<file path="src/rtl/inst_fetch.sv">
// Instruction fetch: issues one request at a time on the instruction bus and lands data in a one-entry IF/ID register.
// Latency: request to valid_o is address-accept cycle plus data latency plus one register cycle (2 instructions per 4 cycles at best).
// Backpressure: stall_i holds the output register and blocks new requests; flush_i discards in-flight data. Optional IF_ADEL_EN adds misaligned-PC traps.
module inst_fetch #(
  parameter logic [31:0] NOP_INST = 32'h00000000
) (
  input  logic        clk_i,
  input  logic        rst_i,
  input  logic [31:0] pc_i,
  input  logic        stall_i,
  input  logic        flush_i,
  output logic [31:0] pc_plus4_o,
  output logic        pc_advance_o,
  output logic        inst_req_o,
  output logic [31:0] inst_addr_o,
  input  logic        inst_addr_ok_i,
  input  logic        inst_data_ok_i,
  input  logic [31:0] inst_rdata_i,
  output logic        valid_o,
  output logic [31:0] pc_o,
  output logic [31:0] inst_o,
  output logic        adel_o
);

  typedef enum logic [1:0] {
    REQ       = 2'd0,
    WAIT_DATA = 2'd1,
    DISCARD   = 2'd2
  } state_t;

  state_t      state;
  logic [31:0] req_pc;
  logic        out_free;
  logic        misaligned;
  logic        take_data;
  logic        adel_load;

  // A request may only go out when the output register will have room for its answer.
  assign out_free = !valid_o || !stall_i;

`ifdef IF_ADEL_EN
  assign misaligned = (pc_i[1:0] != 2'b00);
`else
  assign misaligned = 1'b0;
`endif

  assign pc_plus4_o   = pc_i + 32'd4;
  assign inst_req_o   = !rst_i && (state == REQ) && out_free && !flush_i && !misaligned;
  assign inst_addr_o  = pc_i;
  assign pc_advance_o = inst_req_o && inst_addr_ok_i;

  assign take_data = (state == WAIT_DATA) && inst_data_ok_i && !flush_i;
  assign adel_load = (state == REQ) && misaligned && out_free && !flush_i;

  // Request tracking: remembers the PC of the outstanding request and whether its data is still wanted.
  always_ff @(posedge clk_i or posedge rst_i) begin
    if (rst_i) begin
      state  <= REQ;
      req_pc <= 32'h0;
    end else begin
      case (state)
        REQ: begin
          if (pc_advance_o) begin
            state  <= WAIT_DATA;
            req_pc <= pc_i;
          end
        end
        WAIT_DATA: begin
          if (inst_data_ok_i) begin
            state <= REQ;
          end else if (flush_i) begin
            state <= DISCARD;
          end
        end
        DISCARD: begin
          if (inst_data_ok_i) begin
            state <= REQ;
          end
        end
        default: state <= REQ;
      endcase
    end
  end

  // IF/ID register: flush wins, then a load, then consumption; stall holds everything.
  always_ff @(posedge clk_i or posedge rst_i) begin
    if (rst_i) begin
      valid_o <= 1'b0;
      pc_o    <= 32'hbfc00000;
      inst_o  <= NOP_INST;
    end else if (flush_i) begin
      valid_o <= 1'b0;
      inst_o  <= NOP_INST;
    end else if (take_data) begin
      valid_o <= 1'b1;
      pc_o    <= req_pc;
      inst_o  <= inst_rdata_i;
    end else if (adel_load) begin
      valid_o <= 1'b1;
      pc_o    <= pc_i;
      inst_o  <= NOP_INST;
    end else if (valid_o && !stall_i) begin
      valid_o <= 1'b0;
      inst_o  <= NOP_INST;
    end
  end

`ifdef IF_ADEL_EN
  logic adel_q;

  // Address-error flag travels with the entry and clears whenever the entry leaves or is replaced.
  always_ff @(posedge clk_i or posedge rst_i) begin
    if (rst_i) begin
      adel_q <= 1'b0;
    end else if (flush_i) begin
      adel_q <= 1'b0;
    end else if (take_data) begin
      adel_q <= 1'b0;
    end else if (adel_load) begin
      adel_q <= 1'b1;
    end else if (valid_o && !stall_i) begin
      adel_q <= 1'b0;
    end
  end

  assign adel_o = adel_q;
`else
  assign adel_o = 1'b0;
`endif

endmodule

</file>
<file path="config.mk">
export PLATFORM = sky130hd
export DESIGN_NAME = inst_fetch
export DESIGN_NICKNAME = d
export VERILOG_FILES = /design/src/rtl/inst_fetch.sv
export SDC_FILE = /design/constraint.sdc
export NUM_CORES = 1
export LEC_CHECK = 0
export CAP_MARGIN = 40
export CORE_ASPECT_RATIO = 0.7
export CORE_MARGIN = 2
export CORE_UTILIZATION = 45
export DETAILED_ROUTE_END_ITERATION = 10
export PLACE_DENSITY_LB_ADDON = 0.2
export SYNTH_ARGS = -nofsm -noshare
export SYNTH_HDL_FRONTEND = slang
export SYNTH_SLANG_ARGS = --single-unit
</file>
<file path="constraint.sdc">
create_clock -name clk_i -period 5.1 [get_ports clk_i]
set_input_delay 1.02 -clock clk_i [delete_from_list [all_inputs] [get_ports clk_i]]
set_output_delay 1.02 -clock clk_i [all_outputs]
set_load 0.02 [all_outputs]
</file>
**Word level (Yosys, flattened, before mapping)**

Cells that the tools add are included.

- Memories kept: 0
- Register bits after elaboration: 99
- Output and inout bits: 132
- Bits in writable memories: 0
- Memory bits (read-only): 0
- Logic and storage cells: 40
- Input port bits: 70
- Latch bits: 0

- Equal/unequal tests: 5
- Add/subtract/negate cells: 1
- Reductions and logical operators: 17
- Muxes and demuxes: 11
- Magnitude comparators: 0
- Shift-type cells: 0
- Bitwise operators: 1
- Div/mod/pow operators: 0
- Multiply operators: 0

Operator list:

| kind | count |
|---|---|
| 32-bit 2-to-1 mux | 3 |
| 32-bit by 3-bit adder with 32-bit output (second input constant) | 1 |
| 2-bit 2-to-1 mux | 4 |
| 1-bit logical AND | 7 |
| 2-bit one-hot mux with 3 select lines | 1 |
| 1-bit logical NOT | 4 |
| 2-bit inequality test (second input constant) | 2 |
| 2-bit AND reduction | 2 |
| 1-bit 2-to-1 mux | 3 |
| 3-bit inequality test (second input constant) | 1 |
| 3-bit AND reduction | 1 |
| 3-bit nonzero test | 1 |
| 2-bit by 1-bit equality test with 1-bit output (second input constant) | 1 |
| 2-bit equality test (second input constant) | 1 |
| 2-bit logical NOT | 1 |
| 1-bit logical OR | 1 |
| 1-bit inverter | 1 |

**Longest topological paths before layout**

Gate-level depths: netlist (run 1).

- Depth in word-level cells: 7
- Depth in mapped cells: 5
- Mapped depth without buffers: 5

**Least setup slack after synthesis (run 1)**

No wires, ideal clock.

- Path type: input -> output
- Start: input port pc_i[2]
- End: output port pc_plus4_o[18]
- Path buffers: 0
- Slack: 1.771 ns
- Stages: 5
- Data required time: 4.080 ns
- Arrival: 2.309 ns
- Path through: ha_1 > nand3_1 > nor3_2 > nor3b_1 > xor2_1

- Word-level cells in the longest chain between the ends: 1

RTL lines:

| element | line | text |
|---|---|---|
| start, declared | 9 | `input logic [31:0] pc_i,` |
| 32-bit by 3-bit adder with 32-bit output | 47 | `assign pc_plus4_o = pc_i + 32'd4;` |
| end, declared | 12 | `output logic [31:0] pc_plus4_o,` |

No other way between the ends.

**Final worst setup path (run 1)**

Same ends and word-level chain as after synthesis.

==> key figures, run 1 <==
Die
  – Die ar.: 11000 µm²
  – Chip height: 88.3 µm
  – Row count: 30
  – Starting Density: 46.6%
  – Die W: 124 µm
  – Core area: 9800 µm²
  – # IOs: 202

Critical path
  – Critical path startpoint category: input port
  – Crit end category: primary output
  – Largest fanout on the critical path: 8
  – Crit Path Category: in2out
  – Critical Path AT: 3550 ps
  – Worst EP required: 4080 ps

GRT
  – Initial antenna violation count: 0
  – Vias in the first global route: 3381
  – GRT Total Usage: 21.0%
  – Global-route wire length before repair: 17900 µm
  – Largest net degree at the start of global routing: 56
  – GR Overflow Total: 0

Detailed routing
  – Number of DRC markers in iteration 0: 126
  – Detailed-route wire length per cell: 17.6 µm
  – WL final: 11300 µm
  – Router iterations before antenna repair: 4
  – Vias post-DR: 3302
  – Post-route antenna net violation count: 0
  – DR vias/cell: 5.14
  – DRC: 0

Logic synthesis
  – Synthesized instance count: 340
  – Top post-synthesis cells by area: dfrtp_1 (49%), mux2_4 (9.2%), mux2_2 (8.9%)
  – Yosys reg bits: 99
  – Synth top area share: 49.4%
  – Synth warnings: 0
  – Avg Inst Size Synth: 13.4 µm²
  – Mapped cell area: 4560 µm²
  – Post-synthesis sequential area ratio: 54.5%
  – Cell accounting for the most synthesized area: dfrtp_1
  – Syn nets: 411
  – Synth unique cells: 34

Clocking
  – Hold Buf Count CTS: 0
  – H-tree depth: 3
  – CTS root buffer: clkbuf_16
  – CTS tree: yes
  – Post-cts gate resize count: 0
  – Number of buffers created by CTS: 9
  – Post-CTS Setup Inserts: 0
  – Clock Latency Late Sink: 340 ps
  – CTS max path bufs: 2
  – Clk pin slew, worst setup/hold paths: 60 ps
  – Clk sink count: 99

Timing
  – Worst slew pin tran: 626 ps
  – F_max: 219 MHz
  – Layout Skew: 4.70 ps
  – Tmin final: 4570 ps
  – Share of the clock period used by the worst path: 89.6%
  – Setup TNS: 0 ps
  – RSZ-0062 raised after global routing: no
  – Slew HR: 58.3%
  – Slew Limit Fails: 0
  – Hold Vio Cnt, Final: 0
  – Final Setup Violations: 0

Finish
  – Share of cells above drive strength 1: 19.8%
  – Synthesis-to-layout area growth: 49.9%
  – FILL cells: 695
  – Nets: 582
  – Most common cell after layout, fill and taps aside: clkdlybuf4s50_1
  – Highest-count cells in the layout ignoring fill and taps: clkdlybuf4s50_1 (200), dfrtp_1 (90), mux2_2 (36), a22o_1 (32), mux2_4 (28)
  – Diodes inserted: 0

Run
  – Max-cap violations: 0

Placement
  – Port buffer count: 200
  – Post-DP HPWL: 8190 µm
  – Routability cong.: 0.780

Pwr
  – Pwr per Cell Area: 393 nW/µm²
  – Seq pwr share: 40.4%
  – Cell internal pwr: 0.00194 W
  – Final Power: 0.00269 W
  – Logic pwr share: 31.4%
  – Switch share: 27.8%
  – Leak Pwr: 2.97 nW
  – Clock power frac: 28.2%
  – Max VDD drop: 0.222 mV
  – Net Switching: 0.000748 W

Status
  – Status: completed

Min path
  – Worst hold path type: reg2reg
cell usage after synthesis:
| library cell | instances |
|---|---|
| nor3_2 | 1 |
| buf_4 | 35 |
| clkbuf_1 | 3 |
| nor2_1 | 8 |
| buf_2 | 4 |
| a221oi_1 | 1 |
| xor2_1 | 6 |
| inv_1 | 9 |
| o41ai_1 | 1 |
| a22oi_1 | 1 |
| nor3_1 | 3 |
| nor2b_1 | 1 |
| xnor2_1 | 22 |
| buf_6 | 3 |
| a22o_1 | 32 |
| conb_1 | 1 |
| nand3_1 | 11 |
| nand2_1 | 7 |
| nand2_4 | 1 |
| nand4_1 | 10 |
| mux2_4 | 28 |
| mux2_2 | 36 |
| and3_1 | 4 |
| nor4_1 | 2 |
| buf_1 | 3 |
| or4_1 | 1 |
| ha_1 | 1 |
| dfrtp_1 | 90 |
| nor4b_1 | 1 |
| a21oi_1 | 1 |
| nor3b_1 | 1 |
| dfstp_2 | 9 |
| a21oi_2 | 1 |
| and4_1 | 2 |
worst max-delay path, cell delays in order:
cell and delay (ps):
clkdlybuf4s50_1 620, ha_1 240, nand3_1 260, nor3_2 180, buf_4 200, nor3b_1 230
xor2_1 170, clkdlybuf4s50_1 620
worst paths after layout:
check	startpoint	to	slack (ps)	depth (start not counted)
worst max-delay path	pc_i[2]	pc_plus4_o[18]	530	8
worst min-delay path	req_pc[30]	req_pc[30]	500	1
worst max register to register	state[1]	req_pc[12]	3060	5
worst min register to register	req_pc[30]	req_pc[30]	500	1
max in group asynchronous	rst_i	pc_o[29]	3130	4
min in group asynchronous	rst_i	inst_o[11]	980	2
sequential cells by signal (all words and copies together), names as in the netlist:
signal and cells:
inst_o 32, pc_o 32, req_pc 32, state 2, valid_o 1
final cells by class:
| type | instances | area (µm²) | share of cell area (%) |
|---|---|---|---|
| Clock buffer | 9 | 225 | 3.29 |
| Clock inverter | 6 | 115 | 1.68 |
| Inverter | 9 | 36.3 | 0.530 |
| Multi-Input combinational cell | 184 | 1730 | 25.2 |
| Sequential cell | 99 | 2490 | 36.4 |
| Tap cell | 128 | 160 | 2.34 |
| Timing Repair Buffer | 208 | 2090 | 30.5 |
logic make-up after synthesis:
| family | after synthesis | share of synthesized area (%) |
|---|---|---|
| mux | 64 | 18.1 |
| buf+inv | 57 | 8.17 |
| xor+xnor | 28 | 5.37 |
| flops | 99 | 54.5 |
| simple gates | 53 | 6.47 |
| fa+ha+maj | 1 | 0.274 |
| compound gates | 37 | 6.99 |
| other cells | 1 | 0.0822 |
routing by layer:
| layer | global-route usage [%] | up-vias | part of all wire (%) |
|---|---|---|---|
| met3 | 6.35 | 13 | 6.9 |
| li1 | - | 1527 | - |
| met4 | 6.64 | 0 | 1.4 |
| met2 | 34.3 | 145 | 47 |
| met5 | 0 | - | 0 |
| met1 | 27.4 | 1617 | 44 |
through the flow:
step	instance area [µm²]	setup slack, ps	instances	hold WS (ps)	utilization (%)
after global routing	6840	370	643	517	69.8
after global placement	6460	583	626	483	65.9
after floorplan	4560	1500	340	474	-
after CTS	6840	511	643	502	69.8
final	6840	532	643	499	69.8
after detailed placement	6500	561	628	488	66.3
power by group through the flow:
| stage | clock network (W) | logic [W] | registers, W |
|---|---|---|---|
| CTS | 0.000781 | 0.000856 | 0.00109 |
| detailed placement | 0 | 0.000851 | 0.00110 |
| global route | 0.000821 | 0.000888 | 0.00111 |
| floorplan | 0 | 0.000300 | 0.00123 |
| finish | 0.000758 | 0.000844 | 0.00108 |
| global placement | 0 | 0.000838 | 0.00109 |
Power figures use the tool's default switching activity.
==> run 2, diff against run 1 <==
--- a/config.mk
+++ b/config.mk
@@ -8,7 +8,7 @@
 export CAP_MARGIN = 40
 export CORE_ASPECT_RATIO = 0.7
 export CORE_MARGIN = 2
-export CORE_UTILIZATION = 45
+export CORE_UTILIZATION = 42
 export DETAILED_ROUTE_END_ITERATION = 10
 export PLACE_DENSITY_LB_ADDON = 0.2
 export SYNTH_ARGS = -nofsm -noshare
==> constraint.sdc (replaced) <==
create_clock -name clk_i -period 4.7 [get_ports clk_i]
set_input_delay 0.94 -clock clk_i [delete_from_list [all_inputs] [get_ports clk_i]]
set_output_delay 0.94 -clock clk_i [all_outputs]
set_load 0.02 [all_outputs]
==> run 2 against run 1 <==
Die area is 6.9% higher. Critical path depth stayed put. Hold slack better by 2.8 ps. Global-route usage down 1.1 points. Total power up 11%. First-iteration DRC count rose by 13%. Wire length grew 1.1%. Worst setup slack worse by 130 ps. Clock skew decreased by 0.52 ps. Final area rose by 0.62%. Count of clock-buffer cells in the layout unchanged.
==> key figures, run 2 (synthesized netlist as in run 1, its figures left out) <==
Min path
  – Worst hold path type: reg2reg
  – Hold depth: 1 (unchanged)
  – Hold EP: inst_o[19]
  – Hold_sp: inst_o[19]

GRT
  – GRT Total Usage: 19.9% (-1.1 points)
  – GR Overflow Total: 0 (unchanged)
  – Vias in the first global route: 3444 (+1.9%)
  – Initial antenna violation count: 0 (unchanged)
  – Largest net degree at the start of global routing: 39 (-30%)
  – Global-route wire length before repair: 18200 µm (+1.9%)

Die
  – Die ar.: 11700 µm² (+6.9%)
  – # IOs: 202 (unchanged)
  – Row count: 31 (+3.3%)
  – Starting Density: 43.6% (-3.0 points)
  – Chip height: 91.2 µm (+3.3%)
  – Die W: 129 µm (+3.4%)
  – Core area: 10500 µm² (+6.9%)

Status
  – Status: completed

Finish
  – Final core utilization: 65.7% (-4.1 points)
  – Diodes inserted: 0 (unchanged)
  – Share of cells above drive strength 1: 20.1% (+0.31 points)
  – Highest-count cells in the layout ignoring fill and taps: clkdlybuf4s50_1 (200), dfrtp_1 (90), mux2_2 (36), a22o_1 (32), mux2_4 (28)
  – Nets: 583 (+0.17%)
  – Fin area: 6880 µm² (+0.62%)
  – Top flop regs: inst_o x32, pc_o x32, req_pc x32
  – Most common cell after layout, fill and taps aside: clkdlybuf4s50_1
  – Synthesis-to-layout area growth: 50.8%

Critical path
  – Worst R2R Path Depth: 5 (unchanged)
  – Critical path startpoint category: input port
  – Worst r2r src: state[1]
  – Largest fanout on the critical path: 8 (unchanged)
  – Worst EP required: 3760 ps (-320 ps)
  – Crit Path Category: in2out
  – R2r endpoint: req_pc[20]
  – R2r setup slk: 2670 ps (-390 ps)
  – Critical Path AT: 3360 ps (-190 ps)
  – Crit end category: primary output

Clocking
  – Clk sink count: 99 (unchanged)
  – H-tree depth: 3 (unchanged)
  – CTS root buffer: clkbuf_16
  – CTS max path bufs: 2 (unchanged)
  – CTS tree: yes
  – Clk pin slew, worst setup/hold paths: 60 ps (about the same)
  – Clock Latency Late Sink: 340 ps (about the same)
  – Post-CTS Setup Inserts: 0 (unchanged)
  – Post-cts gate resize count: 0 (unchanged)
  – Hold Buf Count CTS: 0 (unchanged)
  – Number of buffers created by CTS: 9 (unchanged)

Pwr
  – Cell internal pwr: 0.00216 W (+11%)
  – Final Power: 0.00298 W (+11%)
  – Leak Pwr: 2.99 nW (+0.56%)
  – Logic pwr share: 31.0% (-0.4 points)
  – Switch share: 27.6% (-0.21 points)
  – Seq pwr share: 39.4% (-1.0 points)
  – Pwr per Cell Area: 433 nW/µm² (+10%)
  – Clock power frac: 29.6% (+1.4 points)
  – Max VDD drop: 0.281 mV (+27%)
  – Net Switching: 0.000825 W (+10%)

Timing
  – Hold Vio Cnt, Final: 0 (unchanged)
  – F_max: 233 MHz
  – Layout Skew: 4.18 ps (-0.523 ps)
  – Setup TNS: 0 ps (unchanged)
  – Slew HR: 58.4% (+0.14 points)
  – Share of the clock period used by the worst path: 91.4%
  – Worst slew pin tran: 623 ps (-2.12 ps)
  – Slew Limit Fails: 0 (unchanged)
  – RSZ-0062 raised after global routing: no
  – Tmin final: 4300 ps
  – Final Setup Violations: 0 (unchanged)

Detailed routing
  – Post-route antenna net violation count: 0 (unchanged)
  – Detailed-route wire length per cell: 17.6 µm (+0.13%)
  – DRC: 0 (unchanged)
  – WL final: 11400 µm (+1.1%)
  – Vias post-DR: 3335 (+1.0%)
  – Number of DRC markers in iteration 0: 142 (+13%)
  – DR vias/cell: 5.14 (about the same)
  – Router iterations before antenna repair: 4 (unchanged)

Placement
  – Port buffer count: 200 (unchanged)
  – Post-DP HPWL: 8390 µm (+2.5%)
  – Cell Area, Placed: 6520 µm² (+0.27%)
  – Routability cong.: 0.788 (+1.0%)

Run
  – Max-cap violations: 0 (unchanged)
run 2: changes by cell type in the layout (fill, tap and decap cells not counted), sizes merged:
cell      delta
clkinvlp     +1
bufinv       +1
buf          +1
clkinv       -1
run 2: power by group through the flow:
stage / clock network [W] / registers, W / logic [W]
after floorplan: 0 / 0.00134 / 0.000326
after global placement: 0 / 0.00118 / 0.000913
after detailed placement: 0 / 0.00119 / 0.000932
after CTS: 0.000905 / 0.00118 / 0.000936
after global routing: 0.000940 / 0.00121 / 0.000973
final: 0.000883 / 0.00118 / 0.000924
run 2: layer usage:
layer	vias up	wire length, µm	global-route usage, %	part of all wire [%]
li1	1524	-	-	-
met1	1652	5060	26.2	44
met2	149	5160	30.9	45
met3	10	1120	7.78	9.8
met4	0	99	4.89	0.87
met5	-	0	0	0
run 2: worst max-delay path by stage:
stage | startpoint | endpoint | depth (start not counted)
6_report | pc_i[3] | pc_plus4_o[18] | 8
5_1_grt | pc_i[3] | pc_plus4_o[18] | 8
4_1_cts | pc_i[3] | pc_plus4_o[18] | 8
3_5_place_dp | pc_i[3] | pc_plus4_o[18] | 8
3_3_place_gp | pc_i[6] | pc_plus4_o[18] | 7
2_1_floorplan | rst_i | inst_o[0] | 1
run 2: layout make-up:
cell class,instances,area [µm²]
Multi-Input combinational cell,184,1730
Timing Repair Buffer,209,2100
Sequential cell,99,2490
Tap cell,132,165
Inverter,9,36.3
Fill cell,789,3590
Clock buffer,9,225
Clock inverter,7,140
run 2: metrics by stage:
step | hold slack (ps) | setup slack, ps | std cells
detailed placement | 489 | 431 | 633
finish | 502 | 405 | 649
global placement | 485 | 408 | 631
global route | 524 | 226 | 649
floorplan | 474 | 1180 | 340
CTS | 508 | 400 | 649
run 2: critical path, stage by stage:
cell             delay, ps
clkdlybuf4s50_1        560
ha_1                   220
nand3_1                230
nor3_2                 180
buf_4                  190
nor3b_1                230
xor2_1                 170
clkdlybuf4s50_1        620
